[config.mk]
export PLATFORM = sky130hd
export DESIGN_NAME = rx_bitclk_scheduler
export DESIGN_NICKNAME = d
export VERILOG_FILES = /design/src/rtl/rx_bitclk_scheduler_pkg.sv /design/src/rtl/rx_sync2.sv /design/src/rtl/rx_bitclk_scheduler.sv
export SDC_FILE = /design/constraint.sdc
export NUM_CORES = 1
export LEC_CHECK = 0
export BUFFER_PORTS_ARGS = -buffer_cell sky130_fd_sc_hd__buf_4
export CELL_PAD_IN_SITES_DETAIL_PLACEMENT = 0
export CELL_PAD_IN_SITES_GLOBAL_PLACEMENT = 1
export CORE_MARGIN = 2
export CORE_UTILIZATION = 51
export DETAILED_ROUTE_END_ITERATION = 10
export GPL_TIMING_DRIVEN = 0
export MAX_ROUTING_LAYER = met4
export PLACE_DENSITY_LB_ADDON = 0.08
export SLEW_MARGIN = 25
export SYNTH_ARGS = -nofsm -noshare
export SYNTH_HDL_FRONTEND = slang
export SYNTH_HIERARCHICAL = 1
export SYNTH_SLANG_ARGS = --single-unit
export TNS_END_PERCENT = 1
[constraint.sdc]
create_clock -name MCLK -period 9.7 [get_ports MCLK]
set_input_delay 0.97 -clock MCLK [delete_from_list [all_inputs] [get_ports MCLK]]
set_output_delay 0.97 -clock MCLK [all_outputs]
set_load 0.1 [all_outputs]
[src/rtl/rx_bitclk_scheduler_pkg.sv]
// Shared eUSCI receive-path constants: scheduler state encodings, counter width,
// oversampling factor and the shadowed baud configuration record.
package rx_bitclk_scheduler_pkg;

    localparam int CNT_W       = 21;
    localparam int OS16_FACTOR = 16;

    localparam logic [1:0] sIDLE = 2'd0;
    localparam logic [1:0] sHALF = 2'd1;
    localparam logic [1:0] sRUN  = 2'd2;

    typedef struct packed {
        logic [15:0] br;
        logic        os16;
        logic [3:0]  brf;
        logic [7:0]  brs;
    } baud_cfg_t;

endpackage

[src/rtl/rx_sync2.sv]
// Two-flop synchroniser for the asynchronous Rx pin; resets to the idle-high level.
module rx_sync2 (
    input  logic MCLK,
    input  logic reset,
    input  logic d_i,
    output logic q_o
);

    logic meta_q;
    logic sync_q;

    always_ff @(posedge MCLK or posedge reset) begin
        if (reset) begin
            meta_q <= 1'b1;
            sync_q <= 1'b1;
        end else begin
            meta_q <= d_i;
            sync_q <= meta_q;
        end
    end

    assign q_o = sync_q;

endmodule

[src/rtl/rx_bitclk_scheduler.sv]
// UART receive baud scheduler: start-bit detection with glitch rejection and
// mid-bit BITCLK generation using eUSCI prescale/oversampling/modulation.
module rx_bitclk_scheduler
    import rx_bitclk_scheduler_pkg::*;
#(
    parameter int CNT_W = rx_bitclk_scheduler_pkg::CNT_W
) (
    input  logic        MCLK,
    input  logic        reset,
    input  logic        wUCSWRST,
    input  logic [15:0] wUCBR,
    input  logic        wUCOS16,
    input  logic [3:0]  wUCBRF,
    input  logic [7:0]  wUCBRS,
    input  logic        Rx,
    input  logic        RxBusy,
    output logic        BITCLK,
    output logic        RxSync,
    output logic        SchedBusy,
    output logic        rGlitch
);

    function automatic logic [CNT_W-1:0] calc_base(input baud_cfg_t cfg);
        logic [CNT_W-1:0] br;
        br = (cfg.br == 16'd0) ? CNT_W'(1) : CNT_W'(cfg.br);
        return cfg.os16 ? CNT_W'(br * CNT_W'(OS16_FACTOR)) : br;
    endfunction

    function automatic logic [CNT_W-1:0] calc_half(input baud_cfg_t cfg);
        logic [CNT_W-1:0] h;
        h = calc_base(cfg) >> 1;
        return (h == '0) ? CNT_W'(1) : h;
    endfunction

    // Modulation bit is picked by the index of the bit whose sample starts the period.
    function automatic logic [CNT_W-1:0] calc_period(input baud_cfg_t cfg, input logic [2:0] idx);
        logic [CNT_W-1:0] p;
        p = calc_base(cfg) + CNT_W'(cfg.brs[idx]);
        if (cfg.os16) begin
            p = p + CNT_W'(cfg.brf);
        end
        return (p < CNT_W'(2)) ? CNT_W'(2) : p;
    endfunction

    logic             rx_sync;
    baud_cfg_t        cfg_live;
    logic [CNT_W-1:0] half_live;
    logic [CNT_W-1:0] period_run;

    logic [1:0]       state_q,  state_d;
    logic [CNT_W-1:0] cnt_q,    cnt_d;
    logic [2:0]       idx_q,    idx_d;
    baud_cfg_t        cfg_q,    cfg_d;
    logic             bitclk_q, bitclk_d;
    logic             glitch_q, glitch_d;

    rx_sync2 u_sync (
        .MCLK  (MCLK),
        .reset (reset),
        .d_i   (Rx),
        .q_o   (rx_sync)
    );

    assign cfg_live   = '{br: wUCBR, os16: wUCOS16, brf: wUCBRF, brs: wUCBRS};
    assign half_live  = calc_half(cfg_live);
    assign period_run = calc_period(cfg_q, idx_q);

    always_comb begin
        state_d  = state_q;
        cnt_d    = cnt_q;
        idx_d    = idx_q;
        cfg_d    = cfg_q;
        bitclk_d = 1'b0;
        glitch_d = 1'b0;

        case (state_q)
            sIDLE: begin
                if (!rx_sync) begin
                    state_d = sHALF;
                    cnt_d   = half_live - CNT_W'(1);
                    idx_d   = 3'd0;
                    cfg_d   = cfg_live;
                end
            end
            sHALF: begin
                if (cnt_q != '0) begin
                    cnt_d = cnt_q - CNT_W'(1);
                end else if (!rx_sync) begin
                    bitclk_d = 1'b1;
                    cnt_d    = period_run - CNT_W'(1);
                    idx_d    = 3'(idx_q + 3'd1);
                    state_d  = sRUN;
                end else begin
                    glitch_d = 1'b1;
                    state_d  = sIDLE;
                end
            end
            sRUN: begin
                // RxBusy is only meaningful one cycle after a BITCLK rise.
                if (bitclk_q && !RxBusy) begin
                    state_d = sIDLE;
                    cnt_d   = '0;
                    idx_d   = 3'd0;
                end else if (cnt_q == '0) begin
                    bitclk_d = 1'b1;
                    cnt_d    = period_run - CNT_W'(1);
                    idx_d    = 3'(idx_q + 3'd1);
                end else begin
                    cnt_d = cnt_q - CNT_W'(1);
                end
            end
            default: begin
                state_d = sIDLE;
                cnt_d   = '0;
                idx_d   = 3'd0;
            end
        endcase

        if (wUCSWRST) begin
            state_d  = sIDLE;
            cnt_d    = '0;
            idx_d    = 3'd0;
            bitclk_d = 1'b0;
            glitch_d = 1'b0;
        end
    end

    always_ff @(posedge MCLK or posedge reset) begin
        if (reset) begin
            state_q  <= sIDLE;
            cnt_q    <= '0;
            idx_q    <= 3'd0;
            cfg_q    <= '0;
            bitclk_q <= 1'b0;
            glitch_q <= 1'b0;
        end else begin
            state_q  <= state_d;
            cnt_q    <= cnt_d;
            idx_q    <= idx_d;
            cfg_q    <= cfg_d;
            bitclk_q <= bitclk_d;
            glitch_q <= glitch_d;
        end
    end

    assign BITCLK    = bitclk_q;
    assign RxSync    = rx_sync;
    assign SchedBusy = (state_q != sIDLE);
    assign rGlitch   = glitch_q;

endmodule

==> results.md <==
- Terminus of the critical flop-to-flop path: cnt_q[16]
- Worst min-delay path category: register to register
- Worst-case clock buffer depth: 2
- Power density normalized to cell area: 184 mW/mm2
- CTS tree: done
- Number of buffer cells added on primary ports: 35
- Pin count of the biggest net entering global routing: between 50 and 60
- Via count of the first global-routing pass: between 5,000 and 6,000
- Synth Net Count: roughly 750
- Hold-fix buffers at CTS: 0
- Portion of the post-synthesis area used by sequential elements: 25.7%
- Count of inserted antenna diode cells: 0
- Crit end category: register
- Worst skew pair latency: between 300 and 400 ps
- Clk_skew: ~9.4 ps
- Number of cells on the worst hold path: 0
- Worst slew margin relative to its limit: around 32%
- Worst VDD drop: approximately 110 uV
- Synth warn: 6
- Sequential fraction of design power: a little over a quarter
- Unique masters post-synth: 86
- First DRT Iteration DRCs: 467
- Worst R2R Setup Slack: 1990 ps
- Data arrival time at the worst-slack endpoint: roughly 8000 ps
- Tmin final: 7710 ps
- Proportion of synthesized flip-flops having asynchronous set or reset: 100%
- Total Routed Length: about 18,000 um
- Final GP Congestion: approximately 0.93
- Hold Violations, Final: 0
- Average wire per standard cell: 20.2 um
- TNS Setup: 0 ps
- Cell with the largest stage delay on the worst path: sky130_fd_sc_hd__a2111oi_4
- Count of unresolved DRC violations after routing: 0
- Min-Delay Startpoint: u_sync/meta_q
- Lkg Pwr: approximately 0.0026 uW
- RSZ-0062 raised after global routing: false
- HPWL after detailed placement: ~14,000 um
- Global-route usage over all layers: roughly a third
- Nature of the critical path startpoint: register
- Number of sinks handled by clock tree synthesis: between 50 and 60
- Most frequent CP cell: sky130_fd_sc_hd__buf_2
- Synth Cell Area: about 0.0058 mm2
- Reg2Reg Depth: 28
- Top-level port count: 38
- Fraction of final layout cells sized beyond drive strength 1: between 10% and 20%
- Post-CTS setup repair buffer count: 0
- Number of nets in the layout: 800
- CP Launch Point: cfg_q[12]
- Critical Setup Path Class: register to register
- Number of enable flip-flop cells after synthesis: 0
- Final critical-path share of the clock period: between 70% and 80%
- Number of slew-limit violations in the final report: 0
- Fraction of the core area covered by cells at the end of the flow: between 50 and 60%
- Max frequency: approximately 130 MHz
- Internal: approximately 700 uW
- Die Height: between 100 and 150 um
- Largest stage delay on the critical path: around 550 ps
- Top cell type by total area after synthesis: sky130_fd_sc_hd__dfrtp_1
- Floorplan die area: between 0.01 and 0.015 mm2
- DIE WIDTH: 110 um
- CTS Buf Count: 9
- Gate Count Post-Synth: ~700
- Starting Density: a little over half
- Clock-pin slew on the worst setup and hold paths: around 50 ps
- CP top delay family: compound AO/OA/AOI/OAI gates
- Dominant register cell in the synthesized netlist: sky130_fd_sc_hd__dfrtp_1
- Sw frac: around two fifths
- Result of the run: completed
- H-tree levels: 3
- Clock tree root buffer cell: sky130_fd_sc_hd__clkbuf_16
- Final design instance area without fill: roughly 0.0065 mm2
- Switch Pwr: just over 500 uW
- Worst-path fanout max: 10
- Max cap viols: 0
- Least-Margin Pin Slew: ~1000 ps
- Length of the first detailed-routing pass in iterations: 5
- Crit path buffers/inverters: 7
- Layout-stage area growth over the synthesis result: 13.4%
- Proportion of power drawn by combinational gates: between 40% and 50%
- Syn avg cell area: around 8.2 um2
- Synth top area cells: sky130_fd_sc_hd__dfrtp_1 25%, sky130_fd_sc_hd__mux2_2 6.3%, sky130_fd_sc_hd__nand2_1 5.4%, sky130_fd_sc_hd__xnor2_1 4.7%, sky130_fd_sc_hd__nor2_1 4.0%
- Post-synthesis sequential element count: between 50 and 60
- First-pass GRT wire length: around 29,000 um
- Required time at the worst-slack endpoint: approximately 9900 ps
- Via count of the routed design: about 5,700
- Cell Rows: 38
- Final ANT Viol Nets: 0
- Clock power share: about a quarter
- Share of Yosys cell area claimed by the top area cell type: around 25%
- Placed cell area: around 0.0062 mm2
- Smallest hold slack: 349 ps
- Hold EP: u_sync/q_o
- Leftover overflow at the end of global routing: 0
- Start of the worst register-to-register path: cfg_q[12]
- Number of gates resized after cts: 0
- Vias per inst: 6.41
- Area of the core: 0.0109 mm2
- Final setup violation count: 0
- Number of antenna violations at the first check in global routing: 0
## synth_stat cells (all sizes together) (4+ instances only)
master and count:
nand2 84, nor2 63, dfrtp 57, o21ai 46, nor3 36, mux2 34
xnor2 31, nand3 28, xor2 24, a21oi 21, buf 19, inv 17
mux2i 17, clkbuf 16, nand4 16, ha 14, nor4 14, a211oi 13
and3 11, a31oi 8, nor2b 7, or2 7, or4 7, nand2b 6
nor3b 6, o21a 6, o22ai 6, or3 6, and4 5, a221oi 4
a22oi 4, a32oi 4, and2 4, o211ai 4, o31ai 4
## metrics by stage
stage / setup WS [ps] / power (uW) / cells
global route: 1440 / 1270 / 895
detailed placement: 2070 / 871 / 880
global placement: 2150 / 858 / 879
finish: 1990 / 1200 / 895
floorplan: 3500 / 721 / 704
CTS: 2060 / 1190 / 895
## state kept, by name, indices dropped and copies added, names as in the netlist
name           count
cfg_q             29
cnt_q             21
idx_q              3
state_q            2
BITCLK             1
rGlitch            1
u_sync/meta_q      1
u_sync/q_o         1
## final cells by class
cell class                      instances  area [um2]
Buffer                                 35         164
Clock inverter                          5        53.8
Multi-Input combinational cell        592        4050
Clock buffer                           10         239
Fill cell                            1046        4410
Tap cell                              140         175
Timing Repair Buffer                   36         290
Sequential cell                        59        1480
Inverter                               18        70.1
## layer usage
metal / share of wire [%] / vias to the layer above / GRT usage (%)
met3: 5.9 / 36 / 6.06
met1: 45 / 2796 / 42.7
met4: 2.9 / 0 / 11.8
li1: - / 2708 / -
met5: 0 / - / -
met2: 46 / 197 / 49.6
## how the worst max path moves through the flow
stage | slack (ps) | depth (start not counted) | to
floorplan | 3500 | 28 | cnt_q[16]
global placement | 2150 | 28 | cnt_q[16]
detailed placement | 2070 | 28 | cnt_q[16]
CTS | 2060 | 28 | cnt_q[16]
global route | 1440 | 28 | cnt_q[16]
finish | 1990 | 28 | cnt_q[16]
## cell families (layout without fill, tap and decap cells)
family / Yosys count / in the layout / synth area share [%]
adders and majority gates: 15 / 15 / 3.39
muxes: 53 / 53 / 10.5
xor gates and xnor gates: 55 / 55 / 8.38
and+or+nand+nor: 311 / 311 / 28.2
DFF: 59 / 59 / 25.7
buffers and inverters: 53 / 104 / 4.03
AOI/OAI and AO/OA: 158 / 158 / 19.8
## placed cells by master, fill, tap and decap left out, drive strengths merged, types with 8 or more instances in the layout
master | synthesis | routed
o21ai | 46 | 46
nand3 | 28 | 28
nor3 | 36 | 36
nor2 | 63 | 63
xor2 | 24 | 24
dfrtp | 57 | 57
nor4 | 14 | 14
ha | 14 | 14
and3 | 11 | 11
mux2 | 34 | 34
a211oi | 13 | 13
xnor2 | 31 | 31
nand2 | 84 | 84
mux2i | 17 | 17
a31oi | 8 | 8
inv | 17 | 17
nand4 | 16 | 16
buf | 19 | 55
clkbuf | 16 | 26
a21oi | 21 | 21
## power by group through the flow
stage / Sequential [uW] / Combinational (uW) / Clock (uW)
floorplan: 310 / 411 / 0
finish: 316 / 565 / 317
global placement: 317 / 541 / 0
global route: 321 / 619 / 332
detailed placement: 319 / 552 / 0
CTS: 315 / 556 / 322
Note: power is estimated with default switching activity, not from simulation.
